[src/rtl/uart_pkg.sv]
// Shared UART constants and the transmit scheduler state type.
package uart_pkg;

  typedef enum logic [2:0] {
    S_IDLE,
    S_POP,
    S_LOAD,
    S_START,
    S_WAIT_BUSY,
    S_WAIT_DONE,
    S_GAP
  } tx_sched_state_t;

  localparam int unsigned TX_BUSY_TIMEOUT = 4;
  localparam int unsigned UART_DATA_W     = 8;

endpackage

[src/rtl/uart_tx_sched_rr_pick.sv]
// Combinational round-robin picker: first requester at or after ptr, searched cyclically.
module rr_pick #(
  parameter int unsigned N     = 2,
  parameter int unsigned IDX_W = (N > 1) ? $clog2(N) : 1
) (
  input  logic [N-1:0]     req,
  input  logic [IDX_W-1:0] ptr,
  output logic [N-1:0]     gnt,
  output logic [IDX_W-1:0] idx
);

  // Scan from the farthest offset back to ptr so the nearest requester is written last.
  always_comb begin
    int unsigned j;
    j   = 0;
    gnt = '0;
    idx = '0;
    for (int unsigned k = N; k > 0; k--) begin
      j = (32'(ptr) + k - 1) % N;
      if (req[j]) begin
        gnt    = '0;
        gnt[j] = 1'b1;
        idx    = IDX_W'(j);
      end
    end
  end

endmodule

[src/rtl/uart_tx_sched.sv]
// Round-robin scheduler sharing one uart_tx among NREQ registered-read byte FIFOs:
// pop -> load -> start -> wait for busy -> gap, so each byte is sent exactly once.
module uart_tx_sched
  import uart_pkg::*;
#(
  parameter int unsigned NREQ       = 2,
  parameter int unsigned DATA_W     = UART_DATA_W,
  parameter int unsigned GAP_CYCLES = 16
) (
  input  logic                     clk,
  input  logic                     rst,
  input  logic                     en,
  input  logic [NREQ-1:0]          src_empty,
  output logic [NREQ-1:0]          src_rd,
  input  logic [NREQ*DATA_W-1:0]   src_data,
  output logic                     tx_start,
  output logic [DATA_W-1:0]        tx_data,
  input  logic                     tx_busy,
  output logic [$clog2(NREQ)-1:0]  grant_id,
  output logic                     active,
  output logic [15:0]              sent_cnt
);

  localparam int unsigned ID_W = $clog2(NREQ);
  localparam logic [15:0] GAP_LAST = (GAP_CYCLES > 0) ? 16'(GAP_CYCLES - 1) : 16'd0;
  // The busy-wait window includes the START cycle, so WAIT_BUSY gives up one count early.
  localparam logic [15:0] TMO_LAST = 16'(TX_BUSY_TIMEOUT - 2);
  localparam tx_sched_state_t BYTE_DONE = (GAP_CYCLES == 0) ? S_IDLE : S_GAP;

  tx_sched_state_t state_q, state_d;
  logic [15:0]     cnt_q;
  logic [ID_W-1:0] rr_ptr_q;
  logic [ID_W-1:0] pick_idx;
  logic [NREQ-1:0] pick_gnt;
  logic [NREQ-1:0] req;
  logic            grant_go;

  assign req      = ~src_empty;
  assign active   = (state_q != S_IDLE);
  assign grant_go = (state_q == S_IDLE) && (state_d == S_POP);

  rr_pick #(
    .N     (NREQ),
    .IDX_W (ID_W)
  ) u_pick (
    .req (req),
    .ptr (rr_ptr_q),
    .gnt (pick_gnt),
    .idx (pick_idx)
  );

  always_comb begin
    state_d = state_q;
    unique case (state_q)
      S_IDLE:      if (en && (|req)) state_d = S_POP;
      S_POP:       state_d = S_LOAD;
      S_LOAD:      state_d = S_START;
      S_START:     state_d = S_WAIT_BUSY;
      S_WAIT_BUSY: begin
        if (tx_busy)                state_d = S_WAIT_DONE;
        else if (cnt_q == TMO_LAST) state_d = BYTE_DONE;
      end
      S_WAIT_DONE: if (!tx_busy) state_d = BYTE_DONE;
      S_GAP:       if (cnt_q == GAP_LAST) state_d = S_IDLE;
      default:     state_d = S_IDLE;
    endcase
  end

  always_ff @(posedge clk or negedge rst) begin
    if (!rst) begin
      state_q  <= S_IDLE;
      cnt_q    <= '0;
      rr_ptr_q <= '0;
      src_rd   <= '0;
      tx_start <= 1'b0;
      tx_data  <= '0;
      grant_id <= '0;
      sent_cnt <= '0;
    end else begin
      state_q  <= state_d;
      cnt_q    <= (state_d != state_q) ? 16'd0 : cnt_q + 16'd1;
      src_rd   <= grant_go ? pick_gnt : '0;
      tx_start <= (state_d == S_START);
      if (grant_go) begin
        grant_id <= pick_idx;
        rr_ptr_q <= (pick_idx == ID_W'(NREQ - 1)) ? '0 : pick_idx + 1'b1;
      end
      // FIFO data is valid in LOAD; the count steps on the same edge tx_start rises.
      if (state_q == S_LOAD) begin
        tx_data  <= src_data[grant_id*DATA_W +: DATA_W];
        sent_cnt <= sent_cnt + 16'd1;
      end
    end
  end

endmodule

[config.mk]
export PLATFORM = sky130hd
export DESIGN_NAME = uart_tx_sched
export DESIGN_NICKNAME = d
export VERILOG_FILES = /design/src/rtl/uart_pkg.sv /design/src/rtl/uart_tx_sched_rr_pick.sv /design/src/rtl/uart_tx_sched.sv
export SDC_FILE = /design/constraint.sdc
export NUM_CORES = 1
export LEC_CHECK = 0
export ABC_AREA = 1
export CORE_MARGIN = 3
export CORE_UTILIZATION = 46
export CTS_BUF_LIST = sky130_fd_sc_hd__clkbuf_4 sky130_fd_sc_hd__clkbuf_8 sky130_fd_sc_hd__clkbuf_16
export CTS_CLUSTER_SIZE = 24
export DETAILED_ROUTE_END_ITERATION = 10
export GPL_TIMING_DRIVEN = 1
export HOLD_SLACK_MARGIN = 0.1
export PLACE_DENSITY = 0.76
export SYNTH_ARGS = -nofsm -noshare
export SYNTH_HDL_FRONTEND = slang
export SYNTH_SLANG_ARGS = --single-unit
[constraint.sdc]
create_clock -name clk -period 1.4 [get_ports clk]
set_input_delay 0.35 -clock clk [delete_from_list [all_inputs] [get_ports clk]]
set_output_delay 0.35 -clock clk [all_outputs]
set_load 0.01 [all_outputs]
# Word level (Yosys, flattened, before mapping)
# Cells that the tools add are included.
dict set report word_totals {
  register_bits 48
  inputBits 22
  word_cells 60
}
dict set report op_classes {
  add_sub_neg 7
  order_cmp 4
  eq_ne 11
  shift 1
  muxes 21
  n_bitwise 1
  reduce_logical 7
}
# cell count
set op_table {}
lappend op_table {{$add 16x1->16 const B} 2}
lappend op_table {{$pmux 3 s7} 1}
lappend op_table {{$eq 16x2->1 const B} 1}
lappend op_table {{$eq 16x4->1 const B} 1}
lappend op_table {{$mux 16} 1}
lappend op_table {{$shiftx 16x5->8} 1}
lappend op_table {{$mux 3} 5}
lappend op_table {{$eq 3x2->1 const B} 3}
lappend op_table {{$eq 3x3->1 const B} 3}
lappend op_table {{$mux 1} 9}
lappend op_table {{$eq 3x1->1 const B} 2}
lappend op_table {{$mux 2} 3}
lappend op_table {{$logic_and 1x1->1} 4}
lappend op_table {{$lt 1x2->1 const B} 2}
lappend op_table {{$add 1x1->1 const B} 3}
lappend op_table {{$logic_not 3->1} 1}
lappend op_table {{$ne 3x3->1} 1}
lappend op_table {{$reduce_bool 3->1} 1}
lappend op_table {{$demux 1 s1} 2}
lappend op_table {{$ge 1x1->1 const B} 2}
lappend op_table {{$not 2->2} 1}
lappend op_table {{$reduce_or 2->1} 1}
lappend op_table {{$sub 1x1->1 const B} 2}

# Depth between registers and ports, before layout
# Gate-level depths: netlist of run 1.
dict set report logic_depth {
  word_depth 9
  depth_mapped 12
  ltp_nobuf 11
}

# Modules after synthesis
# Synthesis of run 1 repeated with hierarchy kept, for this count alone.
dict set report unflattened {
  cells_unflattened 278
  hier_area_um2 2467.4
}
# mod n_inst cells_per_inst area_per_inst_um2 seq_area_each_um2
set modules_own_cells {}
lappend modules_own_cells {uart_tx_sched 1 273 2432.3 1201.2}
lappend modules_own_cells {rr_pick 1 5 35.0 0.0}

# Worst setup path before layout of run 1
# Ideal clock, no wire load.
dict set report synth_path {
  path_type {register to register}
  startpoint {register cnt_q[0]}
  endpoint {register cnt_q[6]}
  t_arrival_ns 1.416
  t_required_ns 1.276
  setup_slack_ns -0.139
  stages_incl_launch_ff 13
  synth_period_minus_slack_ns 1.539
  path_cell_list {dfrtp_1 -> ha_1 -> nand3_2 -> nor2_1 -> nand2_1 -> nand2_1 -> nand2_1 -> nand2_1 -> nand2_1 -> nand2_2 -> nand3_4 -> buf_12 -> nor2_4}
}
dict set report synth_via {
  elab_chain_len 6
  word_cells_on_any_way 9
}
# item line_no
set synth_lines {}
lappend synth_lines {{start: declaration} uart_tx_sched.sv:31} ;# logic [15:0] cnt_q;
lappend synth_lines {{start signal: assignment} uart_tx_sched.sv:81} ;# cnt_q <= (state_d != state_q) ? 16'd0 : cnt_q + 16'd1;
lappend synth_lines {{$eq 16x2->1} uart_tx_sched.sv:61} ;# else if (cnt_q == TMO_LAST) state_d = BYTE_DONE;
lappend synth_lines {{$mux 3} uart_tx_sched.sv:61}
lappend synth_lines {{$mux 3} uart_tx_sched.sv:60} ;# if (tx_busy) state_d = S_WAIT_DONE;
lappend synth_lines {{$pmux 3 s7 *} uart_tx_sched.sv:54} ;# unique case (state_q)
lappend synth_lines {{named net state_d[1]} uart_tx_sched.sv:30} ;# tx_sched_state_t state_q, state_d;
lappend synth_lines {{$ne 3x3->1 *} uart_tx_sched.sv:81}
lappend synth_lines {{$mux 16 *} uart_tx_sched.sv:81}
# Mark *: on every way through the listed nets, which the timed path passes. The rest lies on a longest branch.
# A chain may end at the register's enable or synchronous reset.

# Final worst setup path of run 1
dict set report layout_path {
  startpoint {register cnt_q[0]}
  endpoint {register cnt_q[2]}
}
# Same word-level chain as after synthesis.

==> results of run 1 <==
==> area by class of cell <==
type | count | share of cell area
Timing Repair Buffer | 121 | 0.2696
Clock buffer | 7 | 0.02448
Multi-Input combinational cell | 191 | 0.3488
Inverter | 30 | 0.02925
Tap cell | 70 | 0.02226
Sequential cell | 48 | 0.3056
==> worst max-delay path, delay by kind of cell (launching register included) <==
family | cells | cell delay (ps)
buffers and inverters | 1 | 170
adder cells (fa/ha/maj) | 1 | 180
AND/OR/NAND/NOR | 10 | 860
flip-flops | 1 | 420
==> repair_timing <==
action,CTS,global route
pin swaps,15,14
hold buffers,1,0
gates resized for setup,59,23
hold endpoints to repair,13,0
setup buffers,14,4
setup endpoints to repair,55,37
==> logic make-up (layout without fill, tap and decap cells) <==
family,count (synthesis),in the layout
adders and majority gates,3,3
AOI/OAI and AO/OA,11,11
buffers and inverters,34,158
xor gates and xnor gates,29,29
and+or+nand+nor,148,148
DFF,48,48
==> cells in the final DEF, fill, tap and decap left out, drive strengths merged <==
master          n
nor2           57
xor2           20
clkdlybuf4s50  20
o211ai          1
xnor2           9
ha              3
o31ai           8
inv            29
nor3            8
nand4           4
clkinv          1
clkbuf          7
buf            72
nand2          55
nor4            6
dfrtp          48
o21ai           2
dlygate4sd2    28
dlygate4sd3     1
nand3          18
==> Yosys cell counts <==
master     n
nor4_1     6
xor2_1    20
nor2_1    43
nand3_4    2
buf_1      1
clkbuf_1   1
o211ai_1   1
o21ai_0    2
buf_6      1
nand3_1   13
dfrtp_1   48
buf_12     1
inv_4      1
nand3_2    3
nand4_4    1
nand4_1    2
nand4_2    1
nand2_2    5
nor2_2     3
inv_2      2
ha_1       3
inv_1     26
nor3_2     3
nor3_1     4
nor3_4     1
o31ai_1    8
xnor2_1    9
nor2_4    11
clkinv_1   1
nand2_1   50
==> path summary, 6_finish.rpt <==
path | startpoint | to | slack, ps
max | cnt_q[0] | cnt_q[2] | -260
min | sent_cnt[15] | sent_cnt[15] | 460
max reg2reg | cnt_q[0] | cnt_q[2] | -260
min reg2reg | sent_cnt[15] | sent_cnt[15] | 460
max in group asynchronous | rst | cnt_q[7] | 430
min in group asynchronous | rst | cnt_q[6] | 480
==> power by group through the flow <==
stage	combinational [µW]	sequential (µW)	clock [µW]
finish	3190	1900	888
global route	3430	1930	961
detailed placement	2670	1940	0
global placement	2600	1940	0
CTS	2920	1890	905
floorplan	1360	2020	0
==> layer usage <==
metal | wire, µm | up-vias | GRT usage
li1 | - | 1110 | -
met1 | 2757 | 1088 | 0.2617
met2 | 3474 | 53 | 0.3700
met3 | 226 | 18 | 0.03363
met4 | 133 | 0 | 0.05743
met5 | 0 | - | 0
==> registers in the layout, summed over array words and instances (netlist names) <==
register / flops
sent_cnt: 16
cnt_q: 16
src_rd: 2
tx_data: 8
rr_ptr_q: 1
grant_id: 1
state_q: 3
tx_start: 1
==> stage by stage <==
stage | area (µm²) | hold WS, ps
floorplan | 2545 | 54.41
global placement | 3540 | 258.3
detailed placement | 3540 | 261.5
CTS | 3811 | 472.7
global route | 3935 | 493.1
finish | 3935 | 463.8
==> results.yml, run 1 <==
route:
  vias: 2269
  post_drt_wl_per_cell_um: 14.11
  firstDrtPassIters: 4
  drt_iter0_drc: 85
  ant_nets: 0
  viasPerCell: 4.859
  wl_mm: 6.590
  drc: 0
clock_network:
  ctsRootBufferMaster: "clkbuf_8"
  insertion_delay_ps: 300
  clk_pin_slew_ps: 80
  clockBufferDepth: 2
  tritoncts: "done"
  htreeDepth: 2
  tritoncts.num_buffers: 5
  clkSinkCount: 48
logic_synthesis:
  ys_seq_elements: 48
  syn_avg_cell_area_um2: 9.258
  synth_seq_area_share: 0.4752
  synth-compound-area-share: 0.03069
  synthXorXnorAreaFrac: 0.1005
  syn_nets: 298
  yosys.area_share.simple: 0.3178
  synth_area_leader_cell: "dfrtp_1"
  synth_cells: 273
  synthMuxAreaShare: 0
  synthTopCellsByArea: "dfrtp_1 48%, nand2_1 7.4%, xor2_1 6.9%"
  synth_fa_ha_area_frac: 0.01485
  synth_top_area_share: 0.4752
  syn_area_um2: 2527
  synth_top_family_by_area: "simple AND/OR/NAND/NOR gates"
  yosys_warnings: 0
  ys_types: 30
final_layout:
  nNetsFinal: 422
  area_growth_pct: 55.69
  drive_gt1_frac: 0.3526
  seq_area_um2: 1202
  layout.cells.non_filler: 467
  fin_util: 0.7560
  antenna-diode-count: 0
  multi_input_area_um2: 1373
  fillers: 347
place:
  port_buffers: 50
  dp.final_hpwl_mm: 4.280
  place_ws_ps: -368.5
  gp_congestion: 0.8555
  dpl.cell_count: 444
global_routing:
  grt_pass1_vias: 2330
  grt_pass1_wl_mm: 10.41
  antenna_found_initial: 0
  grt_max_degree: 36
  grtUsageTotal: 0.2084
  grt-ovfl-total: 0
sta:
  fmaxAchievable_ghz: 0.6020
  rsz0062_at_grt: "yes"
  timing.final.ws_setup_ps: -261.1
  fin_tns_setup_ps: -4673
  period_needed_ps: 1661
  skew_ps: 9.077
  setup_viol: 25
  worst_slew_pin_slew_ps: 386.8
  fin_crit_sh: 1.186
  hold_viol_final: 0
  slew_violations: 0
  slew_headroom: 0.7397
power:
  p_clk_frac: 0.149
  peakVddDrop_mv: 1.061
  pwr-share-seq: 0.318
  internal-power_uw: 3614
  netSwitchingFraction: 0.3947
  p_per_area_nw_per_um2: 1517
  p_comb_frac: 0.534
  p_leak_uw: 0.001926
  power_uw: 5971
  p_sw_uw: 2357
floorplan:
  dieArea_um2: 6420
  start_util: 0.4856
  num_rows: 26
  core-area_um2: 5205
  die_h_um: 80.13
  pin_count: 51
  dieWidth_um: 80.13
outcome:
  violations: "negative setup slack"
  status: "finished with violations"
worst_setup_path:
  critical_path_arrival_ps: 1890
  cp.required_ps: 1630
  crit_fanout: 8
  max_stage_delay_ps: 420
  critPathLaunchType: "register"
  crit_slowest_cell: "dfrtp_1"
  reg2reg_depth: 12
  crit_chain: "ha_4 -> nand3_4 -> nor2_2 -> nand2_1 -> nand2_1 -> nand2_1 -> nand2_2 -> nand2_2 -> nand2_2 -> nand3_4 -> buf_12 -> nor2_4"
  worst-setup-path-type: "reg -> reg"
  worstSetupEndpointType: "register"
worst_hold_path:
  min_path_cells: 1
  hold_class: "reg -> reg"
run:
  drv_cap: 0
Note: power is estimated with default switching activity, not from simulation.
==> inputs of run 2 (changes only) <==
- ABC_AREA: 1 -> default
- PLACE_DENSITY: 0.76 -> 0.77
==> run 2 against run 1 <==
Effect of this change:
- the run still ends with negative setup slack left
- non-clock buffer count grew 6
- register-to-register slack lost 230 ps
- final area rose by 1.8%
- fmax decreased by 12%
- final cell count down 13%
- synthesized area down 3.7%
- global-route usage is 0.86 points higher
- largest power group unchanged
==> results.yml, run 2 <==
global_routing:
  grtUsageTotal: 0.2170
  grt_max_degree: 49
  grt_pass1_wl_mm: 10.34
  grt-ovfl-total: 0
  antenna_found_initial: 0
  grt_pass1_vias: 2229
sta:
  fin_crit_sh: 1.348
  timing.final.ws_setup_ps: -487.5
  hold_viol_final: 0
  slew_violations: 0
  slew_headroom: 0.7749
  setup_viol: 49
  fin_tns_setup_ps: -13880
  skew_ps: 18.30
  period_needed_ps: 1887
  fmaxAchievable_ghz: 0.5298
  worst_slew_pin_slew_ps: 334.6
  rsz0062_at_grt: "yes"
worst_hold_path:
  hold_class: "reg -> reg"
  min_path_cells: 1
  min_from: "sent_cnt[15]"
  hold_path_end: "sent_cnt[15]"
route:
  firstDrtPassIters: 4
  wl_mm: 8.370
  vias: 2312
  ant_nets: 0
  drc: 0
  viasPerCell: 5.667
  drt_iter0_drc: 174
  post_drt_wl_per_cell_um: 20.51
floorplan:
  start_util: 0.4955
  die_h_um: 78.74
  core-area_um2: 4911
  num_rows: 25
  dieWidth_um: 78.74
  pin_count: 51
  dieArea_um2: 6199
final_layout:
  fillers: 259
  final_cell_mix: "57 x buf_4, 43 x dfrtp_1, 21 x dlygate4sd2_1, 20 x clkdlybuf4s50_1, 18 x xor2_1"
  area_growth_pct: 64.68
  antenna-diode-count: 0
  layout_commonest_cell: "buf_4"
  multi_input_area_um2: 1396
  seq_area_um2: 1207
  nNetsFinal: 365
  drive_gt1_frac: 0.4545
  biggestRegsByFlops: "cnt_q x16, sent_cnt x16, tx_data x8"
clock_network:
  htreeDepth: 2
  tritoncts: "done"
  clk_pin_slew_ps: 100
  insertion_delay_ps: 320
  clkSinkCount: 48
  clockBufferDepth: 2
  tritoncts.num_buffers: 5
  ctsRootBufferMaster: "clkbuf_8"
worst_setup_path:
  worstSetupEndpointType: "register"
  rrSetupSlack_ps: -490
  reg2reg_from: "cnt_q[5]"
  critPathLaunchType: "register"
  crit_fanout: 16
  reg2reg_depth: 6
  worst-setup-path-type: "reg -> reg"
  cp.required_ps: 1600
  critical_path_arrival_ps: 2080
  worst_r2r_endpoint: "cnt_q[5]"
logic_synthesis:
  ys_seq_elements: 48
  synth_seq_area_share: 0.4936
  syn_avg_cell_area_um2: 11.11
  synth_edf_count: 0
  yosysMostFrequentCell: "dfrtp_1"
  synthTopCellsByArea: "dfrtp_1 49%, xor2_1 6.5%, nor3_2 4.1%"
  ys_types: 39
  synth_commonest_cells: "48 x dfrtp_1, 18 x xor2_1, 17 x nor2_1, 13 x nand4_1, 12 x nand2_1"
  async_reset_ff_frac: 1.000
  synth_cells: 219
  synth_top_area_share: 0.4936
  syn_area_um2: 2434
  syn_nets: 244
  synth_area_leader_cell: "dfrtp_1"
  ys.flop_type: "dfrtp_1"
  yosys_warnings: 0
run:
  drv_cap: 0
power:
  p_sw_uw: 2717
  p_comb_frac: 0.573
  internal-power_uw: 4180
  pwr-share-seq: 0.292
  netSwitchingFraction: 0.3939
  p_leak_uw: 0.001854
  p_clk_frac: 0.135
  peakVddDrop_mv: 1.767
  p_per_area_nw_per_um2: 1721
place:
  port_buffers: 50
  dp.final_hpwl_mm: 3.902
  place_ws_ps: -435.6
  gp_congestion: 0.7982
outcome:
  status: "finished with violations"
  violations: "negative setup slack"
## run 2: changes by cell type in the layout (fill, tap and decap cells not counted), moves of 8 or more
cell     before  now
nand4_1       2   13
nor2_4       20    7
nor3_2        1   12
a21oi_2       0    8
nand2_1      48    9
inv_1        25    5
mux2i_1       0    9
nor2_1       31    3
## run 2: worst max path at each step
stage | from | to | slack [ps] | cells after the start
5_1_grt | cnt_q[6] | cnt_q[5] | -550 | 6
2_1_floorplan | cnt_q[9] | cnt_q[1] | -360 | 5
4_1_cts | cnt_q[8] | cnt_q[15] | -400 | 6
3_5_place_dp | en | cnt_q[6] | -440 | 6
6_report | cnt_q[5] | cnt_q[5] | -490 | 6
3_3_place_gp | en | cnt_q[15] | -400 | 6
## run 2: per-layer routing
layer / vias up / global-route usage / wire (µm)
li1: 1023 / - / -
met1: 1145 / 0.2334 / 3097
met3: 42 / 0.04308 / 377
met4: 0 / 0.09266 / 361
met2: 102 / 0.4092 / 4534
met5: - / 0 / 0
## run 2: power groups by stage
stage / sequential (µW) / clock, µW / combinational (µW)
final: 2010 / 929 / 3950
after global routing: 2040 / 978 / 4140
after CTS: 1920 / 909 / 3200
after detailed placement: 2000 / 0 / 2680
after global placement: 1990 / 0 / 2610
after floorplan: 2030 / 0 / 1390
## run 2: cell type report
cell class,instances,area share
clock inverters,2,0.003434
flip-flops and latches,48,0.3013
repair buffers,127,0.2997
clock buffers,6,0.02061
multi-input cells,152,0.3484
well taps,67,0.02092
inverters,6,0.005620
## run 2: per-stage QoR
| step | instances | cell area [µm²] | hold slack, ps | utilization | power (µW) |
|---|---|---|---|---|---|
| global route | 408 | 4008 | 499.3 | 0.8161 | 7153 |
| finish | 408 | 4008 | 465.2 | 0.8161 | 6897 |
| CTS | 397 | 3754 | 467.2 | 0.7643 | 6032 |
| floorplan | 219 | 2505 | 54.41 | - | 3416 |
| detailed placement | 369 | 3367 | 358.0 | 0.6856 | 4678 |
| global placement | 369 | 3367 | 356.3 | 0.6856 | 4600 |
## run 2: logic make-up (layout without fill, tap and decap cells)
family,Yosys count,in the layout,synth area share
simple gates,92,92,0.2442
fa+ha+maj,3,3,0.01543
compound gates,18,18,0.05708
buf+inv,19,141,0.04370
flops,48,48,0.4936
mux,10,10,0.04165
xor+xnor,29,29,0.1044
## run 2: critical path, stage by stage (launching register included)
cell,delay (ps)
dfrtp_2,440
nor4_4,360
buf_4,200
a41oi_4,140
a221oi_4,330
buf_12,200
nor3_1,80
## run 2: timing repair
item | CTS | global route
setup buffers | 17 | 12
hold endpoints to repair | 48 | 0
gates resized for setup | 63 | 50
pin swaps | 20 | 16
endpoints found under the setup margin | 73 | 52
gates cloned | 2 | 1
hold buffers | 1 | 0
==> inputs of run 3 (changes only) <==
- ABC_AREA: default -> 0
- CORE_UTILIZATION: 46 -> 40
- PLACE_DENSITY: 0.77 -> 0.69
==> run 3 against run 2 <==
Effect of this change:
- the flow still finishes with violations (negative setup slack)
- register-to-register slack better by 70 ps
- first-iteration DRC count is 44% lower
- non-clock buffer count is 3 higher
- combinational power is 4% lower
- via count is 7.3% lower
- die area is 14% higher
- sequential share of layout area is 0.71 points lower
- setup slack better by 70 ps
- fmax is 3.9% higher
- final cell count is 2.0% higher
- clock skew is 11 ps lower
- flip-flop and latch count stayed put
==> results.yml, run 3 (synthesis results as in run 2) <==
outcome:
  status: "finished with violations"
  violations: "negative setup slack"
clock_network:
  tritoncts: "done"
  htreeDepth: 2
  clockBufferDepth: 2
  insertion_delay_ps: 300
  clkSinkCount: 48
  clk_pin_slew_ps: 100
  tritoncts.num_buffers: 5
  ctsRootBufferMaster: "clkbuf_8"
power:
  p_clk_frac: 0.153
  p_sw_uw: 2533
  p_comb_frac: 0.555
  p_per_area_nw_per_um2: 1658
  p_leak_uw: 0.001904
  peakVddDrop_mv: 1.171
  internal-power_uw: 4271
  netSwitchingFraction: 0.3722
  pwr-share-seq: 0.292
global_routing:
  grt_pass1_vias: 2121
  antenna_found_initial: 0
  grt_pass1_wl_mm: 10.13
  grt-ovfl-total: 0
  grtUsageTotal: 0.1757
  grt_max_degree: 49
floorplan:
  start_util: 0.4263
  num_rows: 27
  dieWidth_um: 84
  pin_count: 51
  die_h_um: 84
  core-area_um2: 5709
  dieArea_um2: 7056
final_layout:
  antenna-diode-count: 0
  layout_commonest_cell: "buf_4"
  layout.cells.non_filler: 416
  final_cell_mix: "58 x buf_4, 43 x dfrtp_1, 20 x clkdlybuf4s50_1, 18 x xor2_1, 18 x dlygate4sd2_1"
  seq_area_um2: 1207
  nNetsFinal: 368
  drive_gt1_frac: 0.4564
  area_growth_pct: 68.64
  fillers: 395
  design_area_um2: 4104
  biggestRegsByFlops: "cnt_q x16, sent_cnt x16, tx_data x8"
  fin_util: 0.7188
  multi_input_area_um2: 1440
sta:
  fin_crit_sh: 1.298
  skew_ps: 7.780
  setup_viol: 46
  rsz0062_at_grt: "yes"
  worst_slew_pin_slew_ps: 354.8
  period_needed_ps: 1817
  hold_viol_final: 0
  fin_tns_setup_ps: -10280
  timing.final.ws_setup_ps: -417.1
  slew_violations: 0
  fmaxAchievable_ghz: 0.5503
  slew_headroom: 0.7635
worst_setup_path:
  critPathLaunchType: "register"
  reg2reg_depth: 6
  worst-setup-path-type: "reg -> reg"
  crit_chain: "nor4_4 -> buf_4 -> a41oi_4 -> a221oi_4 -> buf_12 -> nor3_1"
  crit_slowest_cell: "dfrtp_2"
  cp.depth: 6
  worstSetupEndpointType: "register"
  max_stage_delay_ps: 430
  cp_num_buf_inv: 2
  cp.required_ps: 1590
  critPathTopFamily: "compound AO/OA/AOI/OAI gates"
  crit_fanout: 16
  critical_path_arrival_ps: 2010
route:
  viasPerCell: 5.154
  drc: 0
  drt_iter0_drc: 98
  wl_mm: 6.810
  firstDrtPassIters: 4
  post_drt_wl_per_cell_um: 16.37
  ant_nets: 0
  vias: 2144
place:
  dp.final_hpwl_mm: 3.836
  port_buffers: 50
  dpl.cell_count: 376
  place_area_um2: 3388
  place_ws_ps: -558.3
  gp_congestion: 0.7849
worst_hold_path:
  min_path_cells: 1
  hold_class: "reg -> reg"
run:
  drv_cap: 0
## run 3: changes by cell type in the layout (fill, tap and decap cells not counted), sizes merged
cell	delta
buf	+2
dlygate4sd2	-3
clkdlybuf4s15	+3
bufinv	+1
inv	-1
clkinv	+1
## run 3: layout make-up
cell class / count / share of cell area
multi-input cells: 152 / 0.3509
well taps: 72 / 0.02195
inverters: 6 / 0.005488
clock buffers: 5 / 0.01677
clock inverters: 3 / 0.01159
flip-flops and latches: 48 / 0.2942
repair buffers: 130 / 0.2991
## run 3: timing repair
action	in CTS	in global routing
resized for setup	60	59
pin swaps	22	15
cloned	0	3
buffers inserted	17	12
hold buffers	1	0
endpoints found under the hold margin	48	0
setup endpoints to repair	73	53
## run 3: metal layers
metal  GRT usage  wire (µm)  up-vias
li1            -          -     1020
met4     0.04240         60        0
met2      0.2921       3630       58
met3     0.05923        426        8
met1      0.2203       2692     1058
met5           0          0        -
## run 3: power by group through the flow
stage / Combinational [µW] / Sequential (µW) / Clock (µW)
2_1_floorplan: 1390 / 2030 / 0
3_3_place_gp: 2540 / 2010 / 0
3_5_place_dp: 2600 / 2010 / 0
4_1_cts: 2980 / 1900 / 1060
5_1_grt: 4030 / 2030 / 1110
6_report: 3780 / 1990 / 1040
## run 3: worst paths after layout
path	slack, ps	end	startpoint
setup / recovery	-420	cnt_q[3]	cnt_q[5]
hold / removal	480	sent_cnt[15]	sent_cnt[15]
setup reg to reg	-420	cnt_q[3]	cnt_q[5]
hold reg to reg	480	sent_cnt[15]	sent_cnt[15]
max in group asynchronous	600	state_q[1]	rst
min in group asynchronous	550	cnt_q[7]	rst
## run 3: stage by stage
stage | power (µW) | hold slack (ps)
floorplan | 3416 | 54.41
global placement | 4547 | 354.4
detailed placement | 4611 | 354.8
CTS | 5947 | 495.5
global route | 7167 | 514.3
finish | 6804 | 482.9
